**src/rtl/spi_shift_engine_if.sv**
```systemverilog
// ---------------------------------------------------------------------------
// spi_shift_engine_if
//
// Register-block side of the SPI shift engine. The register block drives the
// transfer request, the byte to send and the configuration fields. The engine
// returns the transfer-in-progress flag, the receive strobe and the received
// byte.
//
// Signals
//   send_data     transfer request level
//   mosi_data     byte to transmit
//   mstr          master enable
//   cpol          SCLK idle level
//   cpha          clock phase
//   lsbfe         1 = LSB first
//   spi_mode      00 run, 01 wait, 10 stop
//   sppr, spr     baud prescaler / rate selects
//   tip           transfer in progress
//   receive_data  one-cycle strobe, miso_data valid
//   miso_data     last received byte
//
// Modports
//   master  register block side (drives the request and configuration)
//   slave   shift engine side
// ---------------------------------------------------------------------------
interface spi_shift_engine_if;
    logic       send_data;
    logic [7:0] mosi_data;
    logic       mstr;
    logic       cpol;
    logic       cpha;
    logic       lsbfe;
    logic [1:0] spi_mode;
    logic [2:0] sppr;
    logic [2:0] spr;
    logic       tip;
    logic       receive_data;
    logic [7:0] miso_data;

    modport master (
        output send_data, mosi_data, mstr, cpol, cpha, lsbfe,
               spi_mode, sppr, spr,
        input  tip, receive_data, miso_data
    );

    modport slave (
        input  send_data, mosi_data, mstr, cpol, cpha, lsbfe,
               spi_mode, sppr, spr,
        output tip, receive_data, miso_data
    );
endinterface

```
**src/rtl/spi_shift_engine.sv**
```systemverilog
// ---------------------------------------------------------------------------
// spi_shift_engine
//
// Transmit/receive stage of the SPI master. Generates SCLK, SS and MOSI from
// the register-block configuration, samples MISO and returns the received
// byte with a one-cycle strobe.
//
// Ports
//   PCLK      clock, rising edge
//   PRESETn   asynchronous active-low reset
//   bus       register-block side (spi_shift_engine_if.slave)
//   miso      serial input
//   sclk      serial clock
//   mosi      serial output
//   ss        slave select, active-low
//
// States
//   state   | meaning
//   --------+---------------------------------------------------------------
//   ST_IDLE | ss high, sclk follows cpol, waits for a start request
//   ST_XFER | ss low, 16 SCLK edges spaced H PCLK cycles apart
//   ST_DONE | one cycle, ss high, receive_data pulse, miso_data updated
// ---------------------------------------------------------------------------
module spi_shift_engine #(
    parameter int CNT_W = 11
) (
    input  logic               PCLK,
    input  logic               PRESETn,
    spi_shift_engine_if.slave  bus,
    input  logic               miso,
    output logic               sclk,
    output logic               mosi,
    output logic               ss
);

    typedef enum logic [1:0] {
        ST_IDLE = 2'd0,
        ST_XFER = 2'd1,
        ST_DONE = 2'd2
    } state_t;

    state_t           state;
    logic [CNT_W-1:0] cnt_q;
    logic [CNT_W-1:0] half_lim_q;
    logic [4:0]       edge_q;
    logic [7:0]       tx_sr;
    logic [7:0]       rx_sr;
    logic             cpol_q;
    logic             cpha_q;
    logic             lsbfe_q;
    logic             tip_q;
    logic             rd_q;
    logic [7:0]       miso_data_q;

    logic [CNT_W-1:0] half_lim_in;
    logic             start;
    logic             frozen;
    logic             tc;
    logic [4:0]       edge_nxt;
    logic             do_sample;
    logic             do_shift;
    logic [7:0]       rx_in;
    logic [7:0]       tx_next;
    logic             mosi_next;

    // Terminal count of the half-period counter is H-1, H = (sppr+1) << spr.
    always_comb begin
        half_lim_in = ((CNT_W'(bus.sppr) + CNT_W'(1)) << bus.spr) - CNT_W'(1);
    end

    always_comb begin
        start    = bus.send_data && bus.mstr && (bus.spi_mode != 2'b10);
        frozen   = (bus.spi_mode == 2'b10);
        tc       = (cnt_q == half_lim_q);
        edge_nxt = edge_q + 5'd1;

        // cpha=0: sample odd edges, shift even edges except the last.
        // cpha=1: shift odd edges from 3 on, sample even edges.
        if (cpha_q) begin
            do_sample = ~edge_nxt[0];
            do_shift  = edge_nxt[0] && (edge_nxt != 5'd1);
        end else begin
            do_sample = edge_nxt[0];
            do_shift  = ~edge_nxt[0] && (edge_nxt != 5'd16);
        end

        if (lsbfe_q) begin
            rx_in     = {miso, rx_sr[7:1]};
            tx_next   = {1'b0, tx_sr[7:1]};
            mosi_next = tx_sr[1];
        end else begin
            rx_in     = {rx_sr[6:0], miso};
            tx_next   = {tx_sr[6:0], 1'b0};
            mosi_next = tx_sr[6];
        end
    end

    always_ff @(posedge PCLK or negedge PRESETn) begin
        if (!PRESETn) begin
            state       <= ST_IDLE;
            cnt_q       <= '0;
            half_lim_q  <= '0;
            edge_q      <= '0;
            tx_sr       <= '0;
            rx_sr       <= '0;
            cpol_q      <= 1'b0;
            cpha_q      <= 1'b0;
            lsbfe_q     <= 1'b0;
            tip_q       <= 1'b0;
            rd_q        <= 1'b0;
            miso_data_q <= '0;
            sclk        <= 1'b0;
            mosi        <= 1'b0;
            ss          <= 1'b1;
        end else begin
            rd_q <= 1'b0;
            case (state)
                ST_IDLE: begin
                    sclk  <= bus.cpol;
                    ss    <= 1'b1;
                    tip_q <= 1'b0;
                    mosi  <= 1'b0;
                    if (start) begin
                        state      <= ST_XFER;
                        ss         <= 1'b0;
                        tip_q      <= 1'b1;
                        tx_sr      <= bus.mosi_data;
                        mosi       <= bus.lsbfe ? bus.mosi_data[0] : bus.mosi_data[7];
                        rx_sr      <= '0;
                        cpol_q     <= bus.cpol;
                        cpha_q     <= bus.cpha;
                        lsbfe_q    <= bus.lsbfe;
                        half_lim_q <= half_lim_in;
                        cnt_q      <= '0;
                        edge_q     <= '0;
                    end
                end

                ST_XFER: begin
                    if (!bus.mstr) begin
                        // Abort: drop the transfer without touching miso_data.
                        state <= ST_IDLE;
                        ss    <= 1'b1;
                        tip_q <= 1'b0;
                        mosi  <= 1'b0;
                        sclk  <= bus.cpol;
                    end else if (!frozen) begin
                        if (tc) begin
                            cnt_q  <= '0;
                            sclk   <= ~sclk;
                            edge_q <= edge_nxt;
                            if (do_sample) begin
                                rx_sr <= rx_in;
                            end
                            if (do_shift) begin
                                tx_sr <= tx_next;
                                mosi  <= mosi_next;
                            end
                            if (edge_nxt == 5'd16) begin
                                // With cpha=1 edge 16 carries the last sample,
                                // so take the freshly assembled byte.
                                state       <= ST_DONE;
                                ss          <= 1'b1;
                                tip_q       <= 1'b0;
                                rd_q        <= 1'b1;
                                miso_data_q <= do_sample ? rx_in : rx_sr;
                                sclk        <= cpol_q;
                                mosi        <= 1'b0;
                            end
                        end else begin
                            cnt_q <= cnt_q + CNT_W'(1);
                        end
                    end
                end

                ST_DONE: begin
                    state <= ST_IDLE;
                    ss    <= 1'b1;
                    tip_q <= 1'b0;
                    mosi  <= 1'b0;
                    sclk  <= bus.cpol;
                end

                default: begin
                    state <= ST_IDLE;
                    ss    <= 1'b1;
                    tip_q <= 1'b0;
                    mosi  <= 1'b0;
                    sclk  <= bus.cpol;
                end
            endcase
        end
    end

    assign bus.tip          = tip_q;
    assign bus.receive_data = rd_q;
    assign bus.miso_data    = miso_data_q;

endmodule

```
**src/flat_wrapper.sv**
```systemverilog
// flat-port wrapper written by rule: the top's interface ports become plain ports
module spi_shift_engine_flat 
#(
    parameter int CNT_W = 11
)
  (PCLK, PRESETn, miso, sclk, mosi, ss, bus_send_data, bus_mosi_data, bus_mstr, bus_cpol, bus_cpha, bus_lsbfe, bus_spi_mode, bus_sppr, bus_spr, bus_tip, bus_receive_data, bus_miso_data);
  spi_shift_engine_if bus_i ();
  input  logic PCLK;
  input  logic PRESETn;
  input  logic miso;
  output logic sclk;
  output logic mosi;
  output logic ss;
  input wire logic [$bits(bus_i.send_data)-1:0] bus_send_data;
  input wire logic [$bits(bus_i.mosi_data)-1:0] bus_mosi_data;
  input wire logic [$bits(bus_i.mstr)-1:0] bus_mstr;
  input wire logic [$bits(bus_i.cpol)-1:0] bus_cpol;
  input wire logic [$bits(bus_i.cpha)-1:0] bus_cpha;
  input wire logic [$bits(bus_i.lsbfe)-1:0] bus_lsbfe;
  input wire logic [$bits(bus_i.spi_mode)-1:0] bus_spi_mode;
  input wire logic [$bits(bus_i.sppr)-1:0] bus_sppr;
  input wire logic [$bits(bus_i.spr)-1:0] bus_spr;
  output wire logic [$bits(bus_i.tip)-1:0] bus_tip;
  output wire logic [$bits(bus_i.receive_data)-1:0] bus_receive_data;
  output wire logic [$bits(bus_i.miso_data)-1:0] bus_miso_data;
  assign bus_i.send_data = bus_send_data;
  assign bus_i.mosi_data = bus_mosi_data;
  assign bus_i.mstr = bus_mstr;
  assign bus_i.cpol = bus_cpol;
  assign bus_i.cpha = bus_cpha;
  assign bus_i.lsbfe = bus_lsbfe;
  assign bus_i.spi_mode = bus_spi_mode;
  assign bus_i.sppr = bus_sppr;
  assign bus_i.spr = bus_spr;
  assign bus_tip = bus_i.tip;
  assign bus_receive_data = bus_i.receive_data;
  assign bus_miso_data = bus_i.miso_data;
  spi_shift_engine #(.CNT_W(CNT_W)) u_core (.PCLK(PCLK), .PRESETn(PRESETn), .bus(bus_i), .miso(miso), .sclk(sclk), .mosi(mosi), .ss(ss));
endmodule
```
**config.mk**
```make
export PLATFORM = sky130hd
export DESIGN_NAME = spi_shift_engine_flat
export DESIGN_NICKNAME = d
export VERILOG_FILES = /design/src/rtl/spi_shift_engine_if.sv /design/src/rtl/spi_shift_engine.sv /design/src/flat_wrapper.sv
export SDC_FILE = /design/constraint.sdc
export NUM_CORES = 1
export LEC_CHECK = 0
export ABC_AREA = 1
export CAP_MARGIN = 20
export CORE_MARGIN = 2
export CORE_UTILIZATION = 60
export CTS_CLUSTER_DIAMETER = 60
export CTS_CLUSTER_SIZE = 8
export DETAILED_ROUTE_END_ITERATION = 7
export PLACE_DENSITY = 0.83
export SYNTH_ARGS = -nofsm -noshare
export SYNTH_HDL_FRONTEND = slang
export SYNTH_SLANG_ARGS = --single-unit
```
**constraint.sdc**
```tcl
create_clock -name PCLK -period 2.85 [get_ports PCLK]
set_input_delay 0.57 -clock PCLK [delete_from_list [all_inputs] [get_ports PCLK]]
set_output_delay 0.57 -clock PCLK [all_outputs]
set_load 0.05 [all_outputs]
```
==> results of run 1 <==
[per-stage QoR]
| step | utilization | instances | instance area (sq um) | hold WS (ns) | total power [mW] |
|---|---|---|---|---|---|
| after detailed placement | 0.694 | 611 | 4180 | 0.458 | 2.57 |
| final | 0.723 | 627 | 4360 | 0.379 | 3.26 |
| after global placement | 0.694 | 611 | 4180 | 0.454 | 2.53 |
| after CTS | 0.723 | 627 | 4360 | 0.416 | 3.28 |
| after floorplan | - | 511 | 3790 | 0.274 | 2.26 |
| after global routing | 0.723 | 627 | 4360 | 0.472 | 3.54 |
[power by group]
group / internal (mW) / switching, mW
clock network: 0.358 / 0.332
registers: 1.09 / 0.194
logic: 0.442 / 0.842
total: 1.89 / 1.37
[worst paths after layout]
check / start / to / slack [ns] / cells after the start
worst min register to register: u_core.ss$_DFFE_PN1P_ / u_core.ss$_DFFE_PN1P_ / 0.47 / 2
worst max register to register: u_core.lsbfe_q$_DFFE_PN0P_ / u_core.rx_sr[0]$_DFFE_PN0P_ / 0.76 / 7
worst max-delay path: u_core.ss$_DFFE_PN1P_ / ss / 0.61 / 1
worst min-delay path: PRESETn / u_core.cnt_q[5]$_DFFE_PN0P_ / 0.38 / 2
max in group asynchronous: PRESETn / u_core.cpol_q$_DFFE_PN0P_ / 1.96 / 2
min in group PCLK: u_core.ss$_DFFE_PN1P_ / u_core.ss$_DFFE_PN1P_ / 0.47 / 2
[logic make-up (layout without fill, tap and decap cells)]
family / Yosys count / count (layout) / synth area share
and+or+nand+nor: 284 / 284 / 0.340
AOI/OAI and AO/OA: 77 / 77 / 0.112
buffers and inverters: 65 / 106 / 0.0780
DFF: 61 / 61 / 0.404
muxes: 1 / 1 / 0.00264
adders and majority gates: 5 / 5 / 0.0165
xor gates and xnor gates: 18 / 18 / 0.0466
[registers in the layout, indices dropped and copies added (netlist names), 2 cells and up]
name and flops:
u_core.rx_sr 8, u_core.tx_sr 8, u_core.half_lim_q 11, u_core.edge_q 5
u_core.bus.miso_data 8, u_core.state 2, u_core.cnt_q 11
[routing by layer]
| metal | share of wire | track usage |
|---|---|---|
| met1 | 0.47 | 0.348 |
| met2 | 0.47 | 0.419 |
| met3 | 0.052 | 0.0626 |
| met4 | 0.011 | 0.0616 |
| met5 | 0 | 0 |
[Yosys cell counts (4+ instances only)]
cell type  count  area share
ha_1           5       0.017
buf_2          6      0.0079
inv_1         37       0.037
nand2_1      154        0.15
a21oi_1        6      0.0079
o21ai_0       44       0.058
o21ai_2        9       0.021
o21ai_1       16       0.021
nand4_1        9       0.015
buf_6          4       0.012
nor2_1        40       0.040
clkbuf_1       6      0.0059
xnor2_1        6       0.014
dfrtp_1       60        0.40
nor3_1         4      0.0053
inv_2          6      0.0059
nand3_1       56       0.074
xor2_1        11       0.025
[cell type report]
type                            instances  area (sq um)
Sequential cell                        61          1530
Clock buffer                           12           155
Multi-Input combinational cell        385          1960
Fill cell                             493          1670
Inverter                               46           179
Tap cell                               75          93.8
Timing Repair Buffer                   44           415
Clock inverter                          4          22.5
==> results.toml, run 1 <==
[timing]
fmax_ghz = 0.447
hold_viol_final = 0
max-slew-margin-rel = 0.487
period_needed_ns = 2.24
setup_tns_ns = 0
fin_crit_sh = 0.785
finalSetupViolCount = 0
setup_ws_ns = 0.613
clock_skew_ns = 0.00895
worst_slew_pin_slew_ns = 0.769
rsz0062_at_grt = "no"
maxSlewViolCount = 0

[routing]
wire_per_inst_um = 13.0
routed_wl_um = 8160
vias = 3441
viasPerCell = 5.49
route.detailed.drc = 0
firstDrtPassIters = 5
drtAntennaViolNets = 0
drtIter0Drc = 222

[cts]
postCtsSetupRepairBufs = 0
post_cts_resized = 0
cts_tree = "built"
cts_buffers = 9
cts_buffer_depth = 2
cts_root_buf = "clkbuf_8"
cts.sinks = 61
clkLatencyLatePin_ns = 0.34
h-tree-depth = 3
hold_buffers = 0
path_clk_slew_ns = 0.07

[critical_path]
path_cells = "clkdlybuf4s50_1"
crit_type = "reg -> out"
critical-path-slowest-cell = "clkdlybuf4s50_1"
critPathLaunchType = "flop"
critPathBufInv = 1
worstPathRequired_ns = 2.28
cpPeakStageDelay_ns = 0.80
path_delay_family = "buffers and inverters"
cp-end-kind = "output port"
cp.arrival_ns = 1.67
cp_max_fo = 2

[job]
maxCapViolCount = 0

[outcome]
outcome = "complete, no violations"

[finish]
areaGrowthSynthToFinish_pct = 15.1
layout.nets = 576
layout_common_cells = "nand2_1 (154), dfrtp_1 (60), nand3_1 (56)"
mostFrequentLayoutCell = "nand2_1"
n_antenna_cell = 0
layout-drive-gt1-share = 0.112

[floorplanning]
die_x_um = 83.4
ioPinCount = 37
core_area_sq_um = 6030
start_util = 0.628
dieArea_sq_um = 6960
die_y_um = 83.4
rows = 28

[global_routing]
overflow = 0
grt_first_pass_wirelength_um = 14500
grt_max_degree = 62
antenna_found_initial = 0
grt_pass1_vias = 3231
grt_usage = 0.256

[place]
gp_congestion = 0.943
numPortBuffers = 36
dp_hpwl_um = 5820
post-place-ws_ns = 0.285

[logic_synthesis]
synth.cell_area_sq_um = 3790
avgSynthCellArea_sq_um = 7.41
async_reset_ff_frac = 1.00
synth_nets = 540
ys_types = 38
synth_seq_cells = 61
synth_edf_count = 0
yosysSeqAreaShare = 0.404
synthCells = 511
ys.flop_type = "dfrtp_1"
yosysWarningCount = 0

[power]
cellLeakagePower_nw = 2.13
p_per_area_nw_per_um2 = 749
peakVddDrop_v = 0.000554

[min_path]
hp-class = "in -> async"
(Power assumes the default switching activity.)
==> inputs of run 2 (changes only) <==
- CORE_UTILIZATION: 60 -> 52
- PLACE_DENSITY: 0.83 -> 0.77
- clock period: 2.85 -> 1.9 ns (I/O delays scaled with it)
==> run 2 against run 1 <==
Effect of this change:
- critical endpoint is now u_core.bus.miso_data[7]$_DFFE_PN0P_
- largest power group is now combinational cells
- critical path depth up 9
- first-iteration DRC count rose by 5.4%
- clock-buffer cell count unchanged
- largest cell class unchanged
- cell count up 9.4%
==> results.toml, run 2 (synthesis gave the netlist of run 1 again) <==
[outcome]
outcome = "complete, no violations"

[cts]
clkLatencyLatePin_ns = 0.35
cts_root_buf = "clkbuf_8"
path_clk_slew_ns = 0.07
cts_tree = "built"
cts_buffer_depth = 2
hold_buffers = 0
cts.sinks = 61
h-tree-depth = 3
cts_buffers = 9

[timing]
fin_crit_sh = 0.965
max-slew-margin-rel = 0.613
hold_viol_final = 0
period_needed_ns = 1.83
fmax_ghz = 0.546
rsz0062_at_grt = "yes"
clock_skew_ns = 0.00779
worst_slew_pin_slew_ns = 0.581
setup_ws_ns = 0.0672
finalSetupViolCount = 0
maxSlewViolCount = 0
setup_tns_ns = 0

[finish]
n_antenna_cell = 0
reg.largest.list = "u_core.cnt_q: 11 flops, u_core.half_lim_q: 11 flops"
layout_common_cells = "nand2_1 (153), dfrtp_1 (60), nand3_1 (56)"
fillers = 604
mostFrequentLayoutCell = "nand2_1"
layout-drive-gt1-share = 0.177
ff_latch_area_sq_um = 1530
multi_input_area_sq_um = 2000
areaGrowthSynthToFinish_pct = 25.2
layout.nets = 611

[critical_path]
r2r_cells = 10
critPathLaunchType = "flop"
crit_type = "reg -> reg"
cp-end-kind = "flop"
r2r_start = "u_core.edge_q[1]$_DFFE_PN0P_"
cp_max_fo = 17
cp.arrival_ns = 2.06
reg2reg_to = "u_core.bus.miso_data[7]$_DFFE_PN0P_"
r2r_slack_ns = 0.07
worstPathRequired_ns = 2.13

[power]
power_frac_seq = 0.361
p_int_mw = 3.09
cellLeakagePower_nw = 2.50
clock_power_share = 0.226
p_per_area_nw_per_um2 = 1110
p_comb_frac = 0.412
p_sw_frac = 0.411
peakVddDrop_v = 0.000801
p_switching_mw = 2.16

[routing]
wire_per_inst_um = 13.1
viasPerCell = 5.19
vias = 3558
drtAntennaViolNets = 0
routed_wl_um = 8980
route.detailed.drc = 0
drtIter0Drc = 234
firstDrtPassIters = 5

[floorplanning]
start_util = 0.531
core_area_sq_um = 7140
dieArea_sq_um = 7980
die_y_um = 89.3
rows = 31
die_x_um = 89.3
ioPinCount = 37

[min_path]
hp-class = "in -> async"

[global_routing]
grt_usage = 0.240
overflow = 0
antenna_found_initial = 0
grt_max_degree = 34
grt_pass1_vias = 3279
grt_first_pass_wirelength_um = 14700

[job]
maxCapViolCount = 0

[place]
numPortBuffers = 36
dp_hpwl_um = 6570
gp_congestion = 0.855
post-place-ws_ns = -0.498
[run 2: power groups by stage]
stage                     registers, mW  clock network, mW  logic, mW
after CTS                          1.89               1.21       2.11
after global routing               1.94               1.28       2.45
after detailed placement           1.91                  0       2.09
after floorplan                    1.94                  0       1.45
after global placement             1.90                  0       2.03
final                              1.89               1.19       2.16
[run 2: timing repair]
action / 4_1_cts / 5_1_grt
endpoints found under the hold margin: 0 / 0
buffers inserted: 0 / 0
setup endpoints to repair: 8 / 40
pin swaps: 0 / 2
gates resized for setup: 5 / 16
gates cloned: 0 / 0
[run 2: worst max-delay path by stage]
stage	start	end	cells after the start
final	u_core.edge_q[1]$_DFFE_PN0P_	u_core.bus.miso_data[7]$_DFFE_PN0P_	10
after global placement	bus_sppr[1]	u_core.half_lim_q[10]$_DFFE_PN0P_	11
after detailed placement	bus_sppr[1]	u_core.half_lim_q[10]$_DFFE_PN0P_	11
after floorplan	bus_sppr[0]	u_core.half_lim_q[10]$_DFFE_PN0P_	10
after global routing	u_core.edge_q[1]$_DFFE_PN0P_	u_core.bus.miso_data[0]$_DFFE_PN0P_	10
after CTS	u_core.bus.miso_data[7]$_DFFE_PN0P_	bus_miso_data[7]	1
[run 2: layer usage]
metal	part of all wire	global-route usage	vias up
li1	-	-	1801
met4	0.012	0.0760	0
met2	0.49	0.403	109
met3	0.044	0.0526	13
met1	0.45	0.309	1635
met5	0	0	-
[run 2: cell type report]
cell class                 instances  share of cell area
multi-input combinational        385               0.421
inverter                          46              0.0393
sequential                        61               0.322
clock buffer                      12              0.0327
tap                               99              0.0261
clock inverter                     4              0.0100
timing repair buffer              79               0.149
[run 2: metrics by stage]
step	area [sq um]	total power, mW	instances	hold WS [ns]	util
floorplan	3790	3.39	511	0.0844	-
global placement	4480	3.93	670	0.396	0.627
detailed placement	4480	4.00	670	0.418	0.627
CTS	4690	5.21	686	0.0386	0.657
global route	4740	5.66	686	0.0579	0.664
finish	4740	5.24	686	0.0280	0.664
[run 2: critical path, stage by stage, from the launching register on]
cell	delay, ns
dfrtp_1	0.40
ha_1	0.20
nand2_1	0.08
clkinv_2	0.10
nand2_4	0.09
xnor2_4	0.14
nand3_4	0.13
nor2_4	0.14
nand3_4	0.22
nand2_1	0.14
o21ai_2	0.06
